==> config.mk <==
export PLATFORM = sky130hd
export DESIGN_NAME = sprite_renderer_zoom
export DESIGN_NICKNAME = d
export VERILOG_FILES = /design/src/rtl/sprite_renderer_zoom.sv
export SDC_FILE = /design/constraint.sdc
export NUM_CORES = 1
export LEC_CHECK = 0
export CAP_MARGIN = 20
export CORE_AREA = 2 2 79 66
export DETAILED_ROUTE_END_ITERATION = 7
export DIE_AREA = 0 0 81 68
export GPL_TIMING_DRIVEN = 0
export PLACE_DENSITY = 0.82
export RECOVER_POWER = 50
export SYNTH_ARGS = -nofsm -noshare
export SYNTH_HDL_FRONTEND = slang
export SYNTH_SLANG_ARGS = --single-unit
==> constraint.sdc <==
create_clock -name clk -period 1.7 [get_ports clk]
set_input_delay 0.34 -clock clk [delete_from_list [all_inputs] [get_ports clk]]
set_output_delay 0.34 -clock clk [all_outputs]
set_load 0.1 [all_outputs]
==> src/rtl/sprite_renderer_zoom.sv <==
// Scanline 1-bpp sprite renderer with per-sprite mirroring and 1x/2x/4x zoom.
// Define SPRITE_COLLISION_EN to add the playfield input and sticky collision output.
module sprite_renderer_zoom #(
  parameter int SPRITE_W = 16,
  parameter int SPRITE_H = 16,
  parameter int MAX_ZOOM = 2,
  localparam int RB = $clog2(SPRITE_H),
  localparam int BB = (SPRITE_W / 8 > 1) ? $clog2(SPRITE_W / 8) : 1,
  localparam int PB = $clog2(SPRITE_W)
) (
  input  logic               clk,
  input  logic               reset,
  input  logic               vstart,
  input  logic               load,
  input  logic               hstart,
  input  logic               hmirror,
  input  logic               vmirror,
  input  logic [1:0]         zoom,
  output logic [RB+BB-1:0]   rom_addr,
  input  logic [7:0]         rom_bits,
  output logic               gfx,
  output logic               busy
`ifdef SPRITE_COLLISION_EN
  ,
  input  logic               playfield,
  output logic               collision
`endif
);

  // vstart/load/hstart are single-cycle strobes sampled on the rising edge;
  // each is only acted on in the state that waits for it, otherwise dropped.
  typedef enum logic [2:0] {
    IDLE, WAIT_LOAD, SETUP, CAPTURE, WAIT_HSTART, DRAW
  } state_t;

  localparam int            NBYTES    = SPRITE_W / 8;
  localparam logic [BB-1:0] LAST_BYTE = BB'(NBYTES - 1);
  localparam logic [PB-1:0] LAST_PX   = PB'(SPRITE_W - 1);
  localparam logic [RB-1:0] LAST_ROW  = RB'(SPRITE_H - 1);
  localparam logic [1:0]    ZMAX      = 2'(MAX_ZOOM);

  state_t              state;
  logic [SPRITE_W-1:0] linebuf;
  logic [RB-1:0]       row;
  logic [BB-1:0]       byte_idx;
  logic [PB-1:0]       px;
  logic [1:0]          pix_rep;
  logic [1:0]          line_rep;
  logic [1:0]          zoom_l;
  logic                hmirror_l;
  logic                vmirror_l;
  logic [1:0]          rep_max;
  logic [PB-1:0]       src_col;

  always_comb begin
    rep_max = 2'd0;
    case (zoom_l)
      2'd0:    rep_max = 2'd0;
      2'd1:    rep_max = 2'd1;
      default: rep_max = 2'd3;
    endcase
  end

  // SPRITE_W is a power of two, so SPRITE_W-1-px is just the bitwise complement.
  assign src_col = hmirror_l ? ~px : px;
  assign busy    = (state != IDLE);

  always_ff @(posedge clk or posedge reset) begin
    if (reset) begin
      state     <= IDLE;
      gfx       <= 1'b0;
      rom_addr  <= '0;
      linebuf   <= '0;
      row       <= '0;
      byte_idx  <= '0;
      px        <= '0;
      pix_rep   <= 2'd0;
      line_rep  <= 2'd0;
      zoom_l    <= 2'd0;
      hmirror_l <= 1'b0;
      vmirror_l <= 1'b0;
    end else begin
      gfx <= 1'b0;
      case (state)
        IDLE: begin
          if (vstart) begin
            hmirror_l <= hmirror;
            vmirror_l <= vmirror;
            zoom_l    <= (zoom > ZMAX) ? ZMAX : zoom;
            row       <= '0;
            line_rep  <= 2'd0;
            state     <= WAIT_LOAD;
          end
        end
        WAIT_LOAD: begin
          byte_idx <= '0;
          px       <= '0;
          pix_rep  <= 2'd0;
          if (load) state <= SETUP;
        end
        SETUP: begin
          rom_addr <= {(vmirror_l ? ~row : row), byte_idx};
          state    <= CAPTURE;
        end
        CAPTURE: begin
          for (int b = 0; b < NBYTES; b++) begin
            if (byte_idx == BB'(b)) linebuf[b*8 +: 8] <= rom_bits;
          end
          if (byte_idx == LAST_BYTE) begin
            state <= WAIT_HSTART;
          end else begin
            byte_idx <= byte_idx + 1'b1;
            state    <= SETUP;
          end
        end
        WAIT_HSTART: begin
          if (hstart) state <= DRAW;
        end
        DRAW: begin
          gfx <= linebuf[src_col];
          if (pix_rep == rep_max) begin
            pix_rep <= 2'd0;
            px      <= px + 1'b1;
            if (px == LAST_PX) begin
              // Replicated lines refetch the same row; the last copy advances it.
              if (line_rep < rep_max) begin
                line_rep <= line_rep + 2'd1;
                state    <= WAIT_LOAD;
              end else begin
                line_rep <= 2'd0;
                if (row == LAST_ROW) begin
                  state <= IDLE;
                end else begin
                  row   <= row + 1'b1;
                  state <= WAIT_LOAD;
                end
              end
            end
          end else begin
            pix_rep <= pix_rep + 2'd1;
          end
        end
        default: state <= IDLE;
      endcase
    end
  end

`ifdef SPRITE_COLLISION_EN
  // Sticky until the next accepted vstart; a clear in the same cycle as a hit wins.
  always_ff @(posedge clk or posedge reset) begin
    if (reset) begin
      collision <= 1'b0;
    end else if (state == IDLE && vstart) begin
      collision <= 1'b0;
    end else if (gfx && playfield) begin
      collision <= 1'b1;
    end
  end
`endif

endmodule

==> results of run 1 <==
## cell families after synthesis
family	Yosys count	share of synthesized area
compound gates	66	0.188
xor+xnor	5	0.0189
simple gates	73	0.168
mux	24	0.116
buf+inv	23	0.0399
fa+ha+maj	3	0.0162
flops	42	0.453
## sequential cells by signal, summed over array words and instances (netlist names)
signal     cells
vmirror_l      1
zoom_l         2
linebuf       16
hmirror_l      1
byte_idx       1
pix_rep        2
gfx            1
px             4
state          3
row            4
rom_addr       5
line_rep       2
## path summary, 6_finish.rpt
| check | slack (ps) | startpoint | endpoint | cells after the start |
|---|---|---|---|---|
| setup / recovery | -170 | zoom_l[1] | row[0] | 6 |
| hold / removal | 520 | rom_addr[0] | rom_addr[0] | 1 |
| setup reg to reg | -170 | zoom_l[1] | row[0] | 6 |
| hold reg to reg | 520 | rom_addr[0] | rom_addr[0] | 1 |
| max in group asynchronous | 560 | reset | pix_rep[0] | 2 |
| min in group asynchronous | 540 | reset | byte_idx | 2 |
## stage by stage
stage | setup TNS (ps) | setup WS, ps | hold slack, ps | std cells
2_1_floorplan | -71.0 | -71.0 | 479 | 236
3_3_place_gp | -21910 | -504 | 496 | 321
3_5_place_dp | -2990 | -510 | 496 | 321
4_1_cts | -163 | -115 | 520 | 337
5_1_grt | -899 | -206 | 542 | 338
6_report | -442 | -170 | 520 | 338
## metal layers
| layer | track usage | part of all wire |
|---|---|---|
| met3 | 0.0383 | 0.061 |
| met2 | 0.335 | 0.48 |
| met4 | 0.0699 | 0.012 |
| met1 | 0.285 | 0.45 |
| met5 | 0 | 0 |
## final cells by class
class | count | share of cell area
clock inverters | 3 | 0.0134
inverters | 10 | 0.0143
flip-flops and latches | 42 | 0.355
clock buffers | 5 | 0.0231
multi-input cells | 171 | 0.437
plain buffers | 11 | 0.0206
well taps | 62 | 0.0261
repair buffers | 34 | 0.111
## where the power goes
group          leakage, nW  internal [W]  switching [W]
registers            0.516       0.00139       0.000347
logic                0.639       0.00111        0.00171
clock network       0.0579      0.000432       0.000347
total                 1.21       0.00294        0.00241
## worst max-delay path: cells and delay by family, from the launching register on
kind | cells | cell delay (ps)
buffers and inverters | 1 | 60
flip-flops | 1 | 450
AO/OA/AOI/OAI | 2 | 410
multiplexers | 1 | 300
AND/OR/NAND/NOR | 1 | 280
adder cells (fa/ha/maj) | 1 | 260
## cell usage in the layout (no fill, tap or decap), types with 3 or more instances in the layout
cell type	count
nor3_1	5
o21ai_0	14
clkbuf_2	3
nand3_1	9
a21oi_1	13
o22ai_1	5
clkbuf_8	5
buf_4	11
dfrtp_2	6
clkbuf_1	3
inv_1	5
nor2_1	14
mux2i_1	3
nand4_1	3
nand2b_1	7
clkdlybuf4s15_2	6
nand2_1	15
inv_2	3
buf_6	4
mux2_2	20
clkdlybuf4s50_1	16
xnor2_1	5
dfrtp_1	36
## timing repair
| action | in CTS | in global routing |
|---|---|---|
| resized for setup | 44 | 22 |
| endpoints found under the setup margin | 23 | 29 |
| pin swaps | 5 | 8 |
| setup buffers | 8 | 3 |
==> flow_metrics.py, run 1 <==
metrics = {
    "floorplan": {
        "core_area_um2": 4780,
        "start_util": 0.486,
        "pin_count": 24,
        "die_w_um": 81,
        "chipHeight_um": 68,
        "die_area_um2": 5510,
        "row_count": 23,
    },
    "synth": {
        "synthesis.area_um2": 2320,
        "synth_fp_nets": 256,
        "syn_avg_cell_area_um2": 9.83,
        "ys_top_cells_by_count": "42 x dfrtp_1, 20 x mux2_2, 17 x nor2_1, 17 x o21ai_0, 15 x nand2_1",
        "async_flop_share": 1.00,
        "synthCells": 236,
        "synth_edf_count": 0,
        "synth.area.top_cells": "dfrtp_1 45%, mux2_2 9.7%, o21ai_0 3.7%",
        "synth-seq-cells": 42,
        "ys_types": 53,
        "synth_seq_area_share": 0.453,
        "synthFlopType": "dfrtp_1",
        "netlist.area_leader.share": 0.453,
        "synth_warnings": 0,
        "synth_area_leader_cell": "dfrtp_1",
        "yosysMostFrequentCell": "dfrtp_1",
    },
    "global_routing": {
        "grt_pass1_wl_um": 8760,
        "grt_pass1_vias": 1822,
        "grt-ovfl-total": 0,
        "grt_max_degree": 43,
        "antenna_found_initial": 0,
        "grt_usage": 0.208,
    },
    "drt": {
        "wl_per_cell_um": 16.2,
        "vias": 2014,
        "drtAntennaViolNets": 0,
        "vias_per_cell": 5.96,
        "firstDrtPassIters": 5,
        "drtIter0Drc": 206,
        "remaining_drc_errors": 0,
        "wirelength_um": 5480,
    },
    "timing": {
        "fmax_ghz": 0.535,
        "slew_violations": 0,
        "hold_viol_final": 0,
        "tightestPinTransition_ps": 865,
        "min_period_ps": 1870,
        "skew_ps": 4.60,
        "period_share": 1.10,
        "maxSlewHeadroom": 0.422,
        "setup_slack_ps": -170,
        "setup_viol": 5,
        "rsz0062_at_grt": "yes",
    },
    "finish": {
        "diodes": 0,
        "n_fill_cell": 399,
        "drive_above_1_share": 0.322,
        "regArea_um2": 1060,
        "syn_to_final_growth_pct": 28.3,
        "nets": 295,
        "final_area_um2": 2980,
        "post-route-util": 0.623,
        "multi_input_area_um2": 1300,
    },
    "outcome": {
        "violations": "negative setup slack",
        "status": "finished with violations",
    },
    "hold_path": {
        "holdCritPathClass": "flip-flop to flip-flop",
    },
    "placement": {
        "place.gp.congestion": 0.952,
        "post_dp_cell_area_um2": 2650,
        "portBuffers": 23,
        "place_hpwl_um": 3590,
    },
    "clock_tree": {
        "htree_levels": 2,
        "insertion_delay_ps": 300,
        "root_buffer": "clkbuf_8",
        "cts_sinks": 42,
        "clockBufferDepth": 2,
        "clk_pin_slew_worst_paths_ps": 80,
        "cts_tree": "yes",
        "cts-buffers-inserted": 5,
        "hold_buffers": 0,
    },
    "worst_setup_path": {
        "required_ps": 1880,
        "crit_arrival_ps": 2050,
        "cpMaxStageDelayCell": "dfrtp_2",
        "crit_type": "flip-flop to flip-flop",
        "slowest_delay_ps": 450,
        "worstSetupEndpointType": "flip-flop",
        "crit_chain": "inv_2, ha_4, a21oi_2, o31a_1, or2_4, mux2_4",
        "worstPathMaxFanout": 7,
        "start_kind": "flip-flop",
    },
    "power_and_ir_drop": {
        "p_leak_nw": 1.21,
        "ir_worst_vdd_mv": 1.02,
        "finalPower_w": 0.00535,
        "power_density_nw_per_um2": 1800,
    },
    "job": {
        "drv_cap": 0,
    },
}
Note: power is estimated with default switching activity, not from simulation.
==> run 2, diff against run 1 <==
- SKIP_LAST_GASP: default -> 1
==> flow_metrics.py, run 2 (synthesis results as in run 1) <==
metrics = {
    "outcome": {
        "status": "finished with violations",
        "violations": "negative setup slack",
    },
    "drt": {
        "drtIter0Drc": 199,
        "wl_met1_um": 2520,
        "wl_per_cell_um": 16.3,
        "wl_met3_um": 293,
        "firstDrtPassIters": 5,
        "wirelength_um": 5500,
        "vias": 2011,
        "wl_met2_um": 2610,
        "remaining_drc_errors": 0,
        "vias_per_cell": 5.95,
        "top_layer_used": "met4",
        "drtAntennaViolNets": 0,
    },
    "worst_setup_path": {
        "r2r_cells": 6,
        "crit_start": "zoom_l[1]",
        "endpoint": "row[0]",
        "crit_type": "flip-flop to flip-flop",
        "regToRegEndpoint": "row[0]",
        "ff2ff_setup_slack_ps": -170,
        "crit_arrival_ps": 2050,
        "required_ps": 1880,
        "worstSetupEndpointType": "flip-flop",
        "worstPathMaxFanout": 7,
        "r2r-start": "zoom_l[1]",
        "start_kind": "flip-flop",
    },
    "global_routing": {
        "grt_pass1_wl_um": 8830,
        "grt_max_degree": 43,
        "antenna_found_initial": 0,
        "grt_pass1_vias": 1839,
        "grt-ovfl-total": 0,
        "grt_usage": 0.209,
    },
    "floorplan": {
        "pin_count": 24,
        "row_count": 23,
        "chipHeight_um": 68,
        "core_area_um2": 4780,
        "die_w_um": 81,
        "die_area_um2": 5510,
        "start_util": 0.486,
    },
    "finish": {
        "nets": 295,
        "regMostFlops": "linebuf",
        "final_cell_mix": "36 x dfrtp_1, 20 x mux2_2, 16 x clkdlybuf4s50_1",
        "top_regs": "linebuf (16), rom_addr (5)",
        "drive_above_1_share": 0.319,
        "layout_commonest_cell": "dfrtp_1",
        "diodes": 0,
        "largest_reg_flops": 16,
        "stdcell_count": 338,
        "post-route-util": 0.623,
        "syn_to_final_growth_pct": 28.2,
    },
    "placement": {
        "portBuffers": 23,
        "dp_slack_ps": -510,
        "place_hpwl_um": 3590,
        "place.gp.congestion": 0.952,
        "dp_cells": 321,
    },
    "timing": {
        "skew_ps": 5.40,
        "rsz0062_at_grt": "yes",
        "maxSlewHeadroom": 0.414,
        "whs_ps": 519,
        "hold_viol_final": 0,
        "slew_violations": 0,
        "fmax_ghz": 0.535,
        "setup_viol": 5,
        "min_period_ps": 1870,
        "tightestPinTransition_ps": 878,
        "period_share": 1.10,
        "setup_slack_ps": -169,
    },
    "clock_tree": {
        "clk_pin_slew_worst_paths_ps": 80,
        "cts_sinks": 42,
        "hold_buffers": 0,
        "insertion_delay_ps": 300,
        "clockBufferDepth": 2,
        "root_buffer": "clkbuf_8",
        "htree_levels": 2,
        "cts_tree": "yes",
        "cts-buffers-inserted": 5,
    },
    "hold_path": {
        "holdCritPathClass": "flip-flop to flip-flop",
    },
    "job": {
        "drv_cap": 0,
    },
    "power_and_ir_drop": {
        "ir_worst_vdd_mv": 1.02,
        "finalPower_w": 0.00535,
        "p_leak_nw": 1.21,
        "power_density_nw_per_um2": 1800,
    },
}
==> run 2: cell count changes in the layout (fill, tap and decap cells not counted), sizes merged <==
| cell | previous run | this run |
|---|---|---|
| buf | 17 | 16 |
| clkbuf | 11 | 12 |
==> run 2: report_power, final <==
part	internal [W]	leakage (nW)	total [W]	switching (W)
combinational	0.00111	0.639	0.00283	0.00171
clock	0.000432	0.0579	0.000780	0.000348
sequential	0.00139	0.516	0.00174	0.000345
==> run 2: worst min-delay path by stage <==
stage,from,slack (ps),depth (start not counted),endpoint
after floorplan,linebuf[14],480,1,linebuf[14]
after global placement,linebuf[14],500,1,linebuf[14]
after detailed placement,rom_addr[0],500,1,rom_addr[0]
after CTS,linebuf[0],520,1,linebuf[0]
after global routing,linebuf[0],540,1,linebuf[0]
final,linebuf[0],520,1,linebuf[0]
==> run 2: layer usage <==
layer  global-route usage  vias to the layer above
met3               0.0383                        9
met2                0.339                       83
met5                    0                        -
met4               0.0699                        0
met1                0.286                      975
li1                     -                      944
==> run 2: stage by stage <==
stage          instance area [um2]  TNS (ps)
2_1_floorplan                 2350     -71.0
3_3_place_gp                  2650    -21910
3_5_place_dp                  2650     -2990
4_1_cts                       2910      -287
5_1_grt                       2980      -919
6_report                      2980      -446
==> run 2: final cells by class <==
type,count,area (um2)
plain buffers,11,61.3
clock buffers,5,68.8
clock inverters,3,40.0
fillers,399,1800
inverters,10,42.5
multi-input cells,171,1300
flip-flops and latches,42,1060
well taps,62,77.6
repair buffers,34,329
==> run 2: timing repair <==
action	4_1_cts	5_1_grt
endpoints found under the setup margin	23	29
pin swaps	5	8
setup buffers	8	3
gates resized for setup	43	22
==> run 2: worst max-delay path: stages (launching register included) <==
cell and delay, ps:
dfrtp_2 450, inv_2 60, ha_4 260, a21oi_2 70, o31a_1 340, or2_4 280
mux2_4 300
